**config.mk**
```make
export PLATFORM = sky130hd
export DESIGN_NAME = digit_entry_buffer
export DESIGN_NICKNAME = d
export VERILOG_FILES = /design/src/rtl/digit_entry_buffer.sv
export SDC_FILE = /design/constraint.sdc
export NUM_CORES = 1
export LEC_CHECK = 0
export ABC_AREA = 1
export CAP_MARGIN = 5
export CORE_ASPECT_RATIO = 0.5
export CORE_MARGIN = 3
export CORE_UTILIZATION = 45
export CTS_CLUSTER_SIZE = 20
export DETAILED_ROUTE_END_ITERATION = 16
export DONT_BUFFER_PORTS = 1
export GPL_TIMING_DRIVEN = 1
export PLACE_DENSITY_LB_ADDON = 0.2
export SYNTH_ARGS = -nofsm -noshare
export SYNTH_HDL_FRONTEND = slang
export SYNTH_SLANG_ARGS = --single-unit
```
**constraint.sdc**
```tcl
create_clock -name clk -period 4.4 [get_ports clk]
set_clock_uncertainty 0.1 [all_clocks]
set_input_delay 0.66 -clock clk [delete_from_list [all_inputs] [get_ports clk]]
set_output_delay 0.66 -clock clk [all_outputs]
set_load 0.01 [all_outputs]
```
**src/rtl/digit_entry_buffer.sv**
```systemverilog
// digit_entry_buffer
// Keypad digit-entry buffer. It collects BCD digits into a DIGITS-deep
// nibble shift register and supports backspace, sign toggle and clear.
// On commit it converts the entry to a two's-complement operand, one digit
// per cycle, and then holds the result on a valid/ready handshake.
//
// Ports
//   clk, rst     system clock, asynchronous active-high reset
//   digit_valid  strobe, digit carries a new key
//   digit        BCD key value (0-9 legal)
//   backspace    strobe, drop the last entered digit
//   neg_toggle   strobe, invert the entry sign
//   clear        strobe, discard the entry or abort a conversion
//   commit       strobe, start the conversion
//   bcd_value    entered digits, last digit in [3:0]
//   count        number of digits entered
//   negative     entry sign
//   full         count == DIGITS
//   err          one-cycle pulse, digit rejected
//   busy         converting or holding a result
//   out_valid    out_data holds a committed operand
//   out_data     two's-complement committed operand
//   out_ready    consumer accepts out_data
//
// state   | meaning
// ENTRY   | edits accepted, entry displayed
// CONVERT | acc built one digit per cycle, entry frozen
// HOLD    | out_valid high, waiting for out_ready
module digit_entry_buffer #(
  parameter int DIGITS = 10,
  parameter int OUT_W  = 35
) (
  input  logic                         clk,
  input  logic                         rst,
  input  logic                         digit_valid,
  input  logic [3:0]                   digit,
  input  logic                         backspace,
  input  logic                         neg_toggle,
  input  logic                         clear,
  input  logic                         commit,
  output logic [4*DIGITS-1:0]          bcd_value,
  output logic [$clog2(DIGITS+1)-1:0]  count,
  output logic                         negative,
  output logic                         full,
  output logic                         err,
  output logic                         busy,
  output logic                         out_valid,
  output logic [OUT_W-1:0]             out_data,
  input  logic                         out_ready
);

  localparam int CW = $clog2(DIGITS+1);
  localparam int BW = 4*DIGITS;

  typedef enum logic [1:0] {ENTRY, CONVERT, HOLD} state_t;

  state_t           state, state_nxt;
  logic [OUT_W-1:0] acc;
  logic [CW-1:0]    step;        // digits still to fold into acc
  logic [CW-1:0]    step_m1;
  logic [BW-1:0]    shifted;
  logic [3:0]       nib;

  // step counts down from DIGITS, so step-1 is the nibble position to consume
  always_comb begin
    step_m1 = step - CW'(1);
    shifted = bcd_value >> {step_m1, 2'b00};
    nib     = shifted[3:0];
  end

  always_ff @(posedge clk or posedge rst) begin
    if (rst) state <= ENTRY;
    else     state <= state_nxt;
  end

  always_comb begin
    state_nxt = state;
    case (state)
      ENTRY:   if (!clear && commit) state_nxt = CONVERT;
      CONVERT: if (clear) state_nxt = ENTRY;
               else if (step == '0) state_nxt = HOLD;
      HOLD:    if (clear || out_ready) state_nxt = ENTRY;
      default: state_nxt = ENTRY;
    endcase
  end

  always_comb begin
    busy      = (state != ENTRY);
    out_valid = (state == HOLD);
    full      = (count == CW'(DIGITS));
  end

  always_ff @(posedge clk or posedge rst) begin
    if (rst) begin
      bcd_value <= '0;
      count     <= '0;
      negative  <= 1'b0;
      err       <= 1'b0;
      out_data  <= '0;
      acc       <= '0;
      step      <= '0;
    end else begin
      err <= 1'b0;
      case (state)
        ENTRY: begin
          if (clear) begin
            bcd_value <= '0;
            count     <= '0;
            negative  <= 1'b0;
          end else if (commit) begin
            acc  <= '0;
            step <= CW'(DIGITS);
          end else begin
            if (neg_toggle) negative <= ~negative;
            if (backspace) begin
              if (count != '0) begin
                bcd_value <= bcd_value >> 4;
                count     <= count - CW'(1);
              end
            end else if (digit_valid) begin
              if (digit > 4'd9 || full) begin
                err <= 1'b1;
              end else begin
                bcd_value <= (bcd_value << 4) | BW'(digit);
                count     <= count + CW'(1);
              end
            end
          end
        end
        CONVERT: begin
          if (clear) begin
            bcd_value <= '0;
            count     <= '0;
            negative  <= 1'b0;
          end else if (step != '0) begin
            acc  <= (acc << 3) + (acc << 1) + OUT_W'(nib);
            step <= step_m1;
          end else begin
            // -0 wraps to 0, so negative zero needs no special case
            out_data <= negative ? -acc : acc;
          end
        end
        HOLD: begin
          if (clear || out_ready) begin
            bcd_value <= '0;
            count     <= '0;
            negative  <= 1'b0;
          end
        end
        default: ;
      endcase
    end
  end

endmodule

```
==> metrics.md, run 1 <==
| Metric | Value |
|---|---|
| Result of the run | complete, no violations |
| Final wirelength | 27,280 um |
| Share of cells above drive strength 1 | ~3.6% |
| Headroom to the max-slew limit | around 32% |
| Worst reg-to-reg path cell count | 21 |
| Count of input and output buffers | 0 |
| Post-CTS Setup Bufs | 0 |
| Most frequently used flop master after synthesis | dfrtp_1 |
| Netlist Area Pre-Place | about 9600 um2 |
| Power density cells | just under 700 nW/um2 |
| Maximum achievable frequency | about 0.26 GHz |
| Reg-to-reg endpoint | acc[22] |
| Total DRC errors in the routed layout | 0 |
| Sink Count | 122 |
| Required time of the worst setup path | 4.60 ns |
| Initial Utilization | a little under half |
| Starting DRT DRC Count | 656 |
| Final-report max-slew violation count | 0 |
| Root Driver | clkbuf_16 |
| Proportion of synthesized chip area in sequential cells | 31.80% |
| Number of buffers added by the clock tree synthesis step | 17 |
| Total routing resource utilization after global routing | 24.23% |
| Average wire length per cell after detail routing | ~16 um |
| Number of nets with antenna violations after detailed routing | 0 |
| Fraction of registers with async set or reset after synthesis | 100.0% |
| Final-layout setup total negative slack | 0 ns |
| Floorplan die area | between 20,000 and 25,000 um2 |
| Vias in the first global route | just under 9,000 |
| Internal power component | ~3.5 mW |
| Area growth from synthesis to final layout | 8.002% |
| Switching Fraction | between 50% and 60% |
| Clock share of power | 17.6% |
| GP Congestion | 0.9078 |
| Type of origin of the critical path | flop |
| Total Nets Final | 1,553 |
| Pre-CTS setup slack | 0.5823 ns |
| Beginning of the worst register-to-register path | step[0] |
| Quantity of hold-fixing buffers added after cts | 0 |
| Detail Placement HPWL | approximately 20,000 um |
| Power dissipated by switching net loads | 3.645 mW |
| Placeable core region | slightly above 20,000 um2 |
| Largest vdd supply drop | 0.3201 mV |
| Filler-free cell count of the finished design | roughly 1,800 |
| Area of the multi-input gates | ~5600 um2 |
| Unrepaired setup endpoints after global routing | false |
| Cell with the most instances on the worst path | nand2_1 |
| Avg Inst Size Synth | 6.482 um2 |
| Worst Max-Slew Pin Slew | 1.012 ns |
| I/O pin count | 96 |
| Final period demand of the worst path | 3.845 ns |
| FILL cells | between 2,000 and 2,500 |
| Wire length of the first global-routing pass | approximately 45,000 um |
| Synthesis Warnings | 0 |
| Total congestion overflow after global routing | 0 |
| Setup slack of the critical path after layout | approximately 0.55 ns |
| Height of the die | 109.3 um |
| Hold Vio Cnt, Final | 0 |
| Router iterations before antenna repair | 6 |
| Post-synth EDFFs | 0 |
| Largest area contributor in the netlist | dfrtp_1 |
| Area share of the largest cell type after synthesis | roughly a third |
| Post-synthesis net count | between 1,500 and 2,000 |
| Detailed-route via count | 9,283 |
| Initial antenna violation count | 0 |
| Pin count of the biggest net entering global routing | slightly above 60 |
| Worst hold-check path type | in -> async |
| Die Wd | between 200 and 250 um |
| Maximum count of clock buffers along a single path | 2 |
| Synth Register Bits | between 100 and 150 |
| H-Tree Depth | 4 |
| Mapped Cells | ~1,500 |
| Cells along the critical path | clkinv_1, ha_1, inv_1, o21ai_0, o221ai_1, nand3_1, o21ai_0, ha_1, ha_1, inv_1, fa_1, inv_1, nand2_1, a21oi_1, nand2_1, nand3_1, nand2_1, nand2_1, nand2_1, nand3_1, o21ai_0 |
| Critical Path AT | slightly above 4 ns |
| Standby leakage power | 5.858 nW |
| Setup Crit Path Kind | reg -> reg |
| Clock tree from TritonCTS | yes |
| Max stage delay on crit path | around 0.53 ns |
| Main area contributors after synthesis | dfrtp_1, nand2_1, ha_1 |
| Reg clk slew, reported paths | roughly 0.060 ns |
| Sequential cell fraction of total power | 27.6% |
| Clock latency reported for the late side of the worst-skew pair | between 0.4 and 0.5 ns |
| Resized cells post-CTS | 0 |
| Library cells used by synthesis | between 40 and 50 |
| Highest net fanout along the worst path | 14 |
| Max-cap check violation count | 0 |
| Crit path max-delay cell type | ha_1 |
| Total of endpoints with negative setup slack in the final report | 0 |
| Vias per std cell | between 5 and 6 |
| Reg2reg setup slack | about 0.55 ns |
| Area of all sequential standard cells | 3053 um2 |
| Leading post-synthesis cells by instance count | nand2_1, inv_1, nand3_1 |
| Type of element capturing the critical path | flop |
| Cell with the most instances after synthesis | nand2_1 |
| Site Rows | 37 |
| Placed cells | ~1,700 |
| Crit share post-route | slightly below 90% |
| Comb pwr share | roughly 55% |
-- flip-flops by register name, indices dropped and copies added (netlist names) --
name,count
bcd_value,40
acc,35
out_data,35
count,4
step,4
state,2
err,1
negative,1
-- power groups by stage --
stage               combinational (mW)  sequential (mW)  clock (mW)
CTS                               3.92             1.98        1.29
global route                      4.50             2.03        1.33
finish                            3.92             1.98        1.26
global placement                  3.80             1.99           0
floorplan                         3.09             1.80           0
detailed placement                3.90             2.00           0
-- worst max-delay path by stage --
stage / cells past startpoint / end / from / slack, ns
2_1_floorplan: 1 / acc[0] / rst / 0.40
3_3_place_gp: 19 / acc[22] / step[0] / 0.63
3_5_place_dp: 19 / acc[22] / step[0] / 0.58
4_1_cts: 19 / acc[22] / step[0] / 0.57
5_1_grt: 21 / acc[22] / step[0] / 0.09
6_report: 21 / acc[22] / step[0] / 0.55
-- critical path, delay by kind of cell (launching register included) --
family / cells / cell delay (ns)
DFF: 1 / 0.35
and+or+nand+nor: 8 / 0.71
buffers and inverters: 4 / 0.44
adders and majority gates: 4 / 1.43
AOI/OAI and AO/OA: 5 / 0.69
-- layer usage --
layer	GRT usage, %	vias up	wire, um
met1	30.06	4326	12110
li1	-	4706	-
met2	41.36	204	12980
met3	6.295	47	1582
met4	8.250	0	601
met5	0	-	0
-- cell families (layout without fill, tap and decap cells) --
| logic type | after synthesis | count (layout) | synth area share, % |
|---|---|---|---|
| AOI/OAI and AO/OA | 202 | 202 | 11.64 |
| xor gates and xnor gates | 24 | 24 | 2.189 |
| buffers and inverters | 248 | 244 | 10.09 |
| adders and majority gates | 75 | 75 | 10.01 |
| and+or+nand+nor | 810 | 810 | 34.28 |
| DFF | 122 | 122 | 31.80 |
| other | 0 | 1 | 0 |
-- layout make-up --
| cell class | count | share of cell area [%] |
|---|---|---|
| Inverter | 202 | 7.337 |
| Timing Repair Buffer | 12 | 1.062 |
| Tap cell | 273 | 3.294 |
| Antenna cell | 1 | 0.02413 |
| Sequential cell | 122 | 29.44 |
| Multi-Input combinational cell | 1111 | 53.81 |
| Clock inverter | 8 | 0.4585 |
| Clock buffer | 22 | 4.573 |
-- layout by cell type, fill, tap and decap left out, drive strengths merged, types with 4 or more instances in the layout --
master,count
xnor2,5
nor3,10
a31oi,5
clkinv,6
nand3,146
nand2,536
nand4,6
inv,201
a211oi,5
a21oi,71
nor2,108
o221ai,4
ha,72
xor2,19
o21ai,97
o31ai,5
clkbuf,22
dfrtp,122
buf,12
-- stage by stage --
step | power, mW | utilization, % | hold WS [ns] | instance area [um2]
2_1_floorplan | 4.889 | - | 0.3713 | 9600
3_3_place_gp | 5.797 | 47.33 | 0.4256 | 9817
3_5_place_dp | 5.895 | 47.33 | 0.4325 | 9817
4_1_cts | 7.194 | 49.85 | 0.1677 | 10340
5_1_grt | 7.855 | 49.98 | 0.2099 | 10370
6_report | 7.149 | 49.99 | 0.1571 | 10370
No activity file was read; power rests on OpenSTA's default activity.
==> run 2: changes to the inputs <==
Settings changed: MAX_ROUTING_LAYER set to met4.
==> run 2 against run 1 <==
Compared with the run above: sequential power about the same; fmax about the same; largest cell class unchanged; largest power group unchanged; register-to-register slack about the same; total power increased by 2.8%; clock power increased by 16%.
==> metrics.md, run 2 (synthesized netlist as in run 1, its figures left out) <==
| Metric | Value |
|---|---|
| Wire length of the first global-routing pass | 45,040 um (+0.84%) |
| Leading cell types in the layout, fill and taps excluded | nand2_1, inv_1, nand3_1 |
| Final total power | 7.347 mW (+2.8%) |
| Floorplan die area | 23,230 um2 (unchanged) |
| Detailed-route via count | 9,400 (+1.3%) |
| Root Driver | clkbuf_16 |
| Most frequent standard cell in the layout excluding fill and tap cells | nand2_1 |
| Quantity of hold-fixing buffers added after cts | 0 (unchanged) |
| Unrepaired setup endpoints after global routing | false |
| Largest register by flop count | bcd_value |
| Reg2reg setup slack | 0.55 ns (about the same) |
| Detail Placement HPWL | 20,400 um (+0.78%) |
| Final-report max-slew violation count | 0 (unchanged) |
| Clock latency reported for the late side of the worst-skew pair | 0.44 ns (about the same) |
| Largest vdd supply drop | 0.3910 mV (+22%) |
| Total routing resource utilization after global routing | 25.22% (+0.99 points) |
| Worst hold slack after final layout | 0.1520 ns (-0.005113 ns) |
| Crit share post-route | 87.46% (about the same) |
| Reg-to-reg endpoint | acc[22] |
| Placeable core region | 20,740 um2 (unchanged) |
| Highest net fanout along the worst path | 14 (unchanged) |
| Initial antenna violation count | 1 (+1) |
| GP Congestion | 0.9255 (+1.9%) |
| Type of origin of the critical path | flop |
| Final-layout setup total negative slack | 0 ns (unchanged) |
| Type of element capturing the critical path | flop |
| FILL cells | 2,115 (-2.4%) |
| Starting DRT DRC Count | 654 (-0.30%) |
| Share of cells above drive strength 1 | 3.721% (+0.13 points) |
| Post-CTS Setup Bufs | 0 (unchanged) |
| Worst reg-to-reg path cell count | 21 (unchanged) |
| Maximum achievable frequency | 0.2598 GHz (about the same) |
| Height of the die | 109.3 um (unchanged) |
| Hold Vio Cnt, Final | 0 (unchanged) |
| Result of the run | complete, no violations |
| Number of buffers added by the clock tree synthesis step | 17 (unchanged) |
| Finished Cell Area | 10,450 um2 (+0.77%) |
| Power density cells | 703.2 nW/um2 (+2.0%) |
| Capture point of the critical path | acc[22] |
| Resized cells post-CTS | 0 (unchanged) |
| Pin count of the biggest net entering global routing | 62 (unchanged) |
| Total DRC errors in the routed layout | 0 (unchanged) |
| Worst hold-check path type | in -> async |
| Largest register FFs | 40 (unchanged) |
| Total congestion overflow after global routing | 0 (unchanged) |
| Total of endpoints with negative setup slack in the final report | 0 (unchanged) |
| Setup Crit Path Kind | reg -> reg |
| Largest registers | bcd_value: 40 flops, acc: 35 flops, out_data: 35 flops |
| Placed instance area | 9817 um2 (unchanged) |
| Sink Count | 122 (unchanged) |
| Required time of the worst setup path | 4.60 ns (about the same) |
| Number of nets with antenna violations after detailed routing | 0 (unchanged) |
| Area growth from synthesis to final layout | 8.836% |
| Maximum count of clock buffers along a single path | 2 (unchanged) |
| Vias per std cell | 5.365 (+1.2%) |
| Total Nets Final | 1,553 (unchanged) |
| Critical Path AT | 4.05 ns (about the same) |
| H-Tree Depth | 4 (unchanged) |
| Initial Utilization | 46.29% (unchanged) |
| I/O pin count | 96 (unchanged) |
| Average wire length per cell after detail routing | 15.83 um (+1.6%) |
| Clock tree from TritonCTS | yes |
| Final wirelength | 27,730 um (+1.7%) |
| Headroom to the max-slew limit | 30.07% (-2.4 points) |
| Router iterations before antenna repair | 6 (unchanged) |
| Site Rows | 37 (unchanged) |
| Die Wd | 212.6 um (unchanged) |
| Critical path origin | step[0] |
| Final period demand of the worst path | 3.848 ns (+0.003247 ns) |
| Count of input and output buffers | 0 (unchanged) |
| Vias in the first global route | 8,843 (+0.90%) |
| Max-cap check violation count | 0 (unchanged) |
| Standby leakage power | 5.893 nW (+0.60%) |
| Beginning of the worst register-to-register path | step[0] |
| Reg clk slew, reported paths | 0.06 ns (about the same) |
| Worst Max-Slew Pin Slew | 1.048 ns (+0.03557 ns) |
-- run 2: worst max-delay path: stages (launching register included) --
cell and delay, ns:
dfrtp_1 0.34, clkinv_1 0.08, ha_1 0.54, inv_1 0.18, o21ai_0 0.13, o221ai_1 0.15
nand3_1 0.08, o21ai_0 0.12, ha_1 0.30, ha_1 0.22, inv_1 0.07, fa_1 0.39
inv_1 0.10, nand2_1 0.10, a21oi_1 0.23, nand2_1 0.09, nand3_1 0.17, nand2_1 0.09
nand2_1 0.06, nand2_1 0.05, nand3_1 0.06, o21ai_0 0.07
-- run 2: worst min path at each step --
stage | start | to | slack (ns) | depth (start not counted)
after detailed placement | acc[34] | acc[34] | 0.42 | 2
final | rst | bcd_value[18] | 0.15 | 1
after floorplan | acc[34] | acc[34] | 0.37 | 2
after global placement | acc[34] | acc[34] | 0.43 | 2
after global routing | rst | bcd_value[26] | 0.21 | 1
after CTS | rst | bcd_value[26] | 0.17 | 1
-- run 2: where the power goes --
part | leakage (nW) | switching, mW | total (mW) | internal (mW)
clock | 0.288 | 0.545 | 1.46 | 0.915
sequential | 1.68 | 0.550 | 1.98 | 1.43
combinational | 3.93 | 2.59 | 3.91 | 1.32
-- run 2: layout make-up --
cell class | count | area [um2] | area share [%]
multi-input cells | 1111 | 5579 | 53.39
flip-flops and latches | 122 | 3053 | 29.22
clock inverters | 11 | 145.1 | 1.389
diodes | 1 | 2.502 | 0.02395
inverters | 202 | 760.7 | 7.281
well taps | 273 | 341.6 | 3.269
repair buffers | 12 | 110.1 | 1.054
clock buffers | 20 | 456.7 | 4.371
-- run 2: routing by layer --
layer | part of all wire (%) | GRT usage, % | vias up
li1 | - | - | 4706
met1 | 44 | 30.78 | 4404
met2 | 48 | 41.69 | 245
met3 | 5.5 | 5.691 | 45
met4 | 2.5 | 8.677 | 0
met5 | 0 | - | -
-- run 2: metrics by stage --
stage / worst slack, ns / std cells / utilization [%]
after CTS: 0.5692 / 1750 / 50.24
after floorplan: 0.3975 / 1481 / -
after detailed placement: 0.5941 / 1719 / 47.33
after global routing: 0.09700 / 1752 / 50.38
after global placement: 0.6266 / 1719 / 47.33
final: 0.5516 / 1752 / 50.38
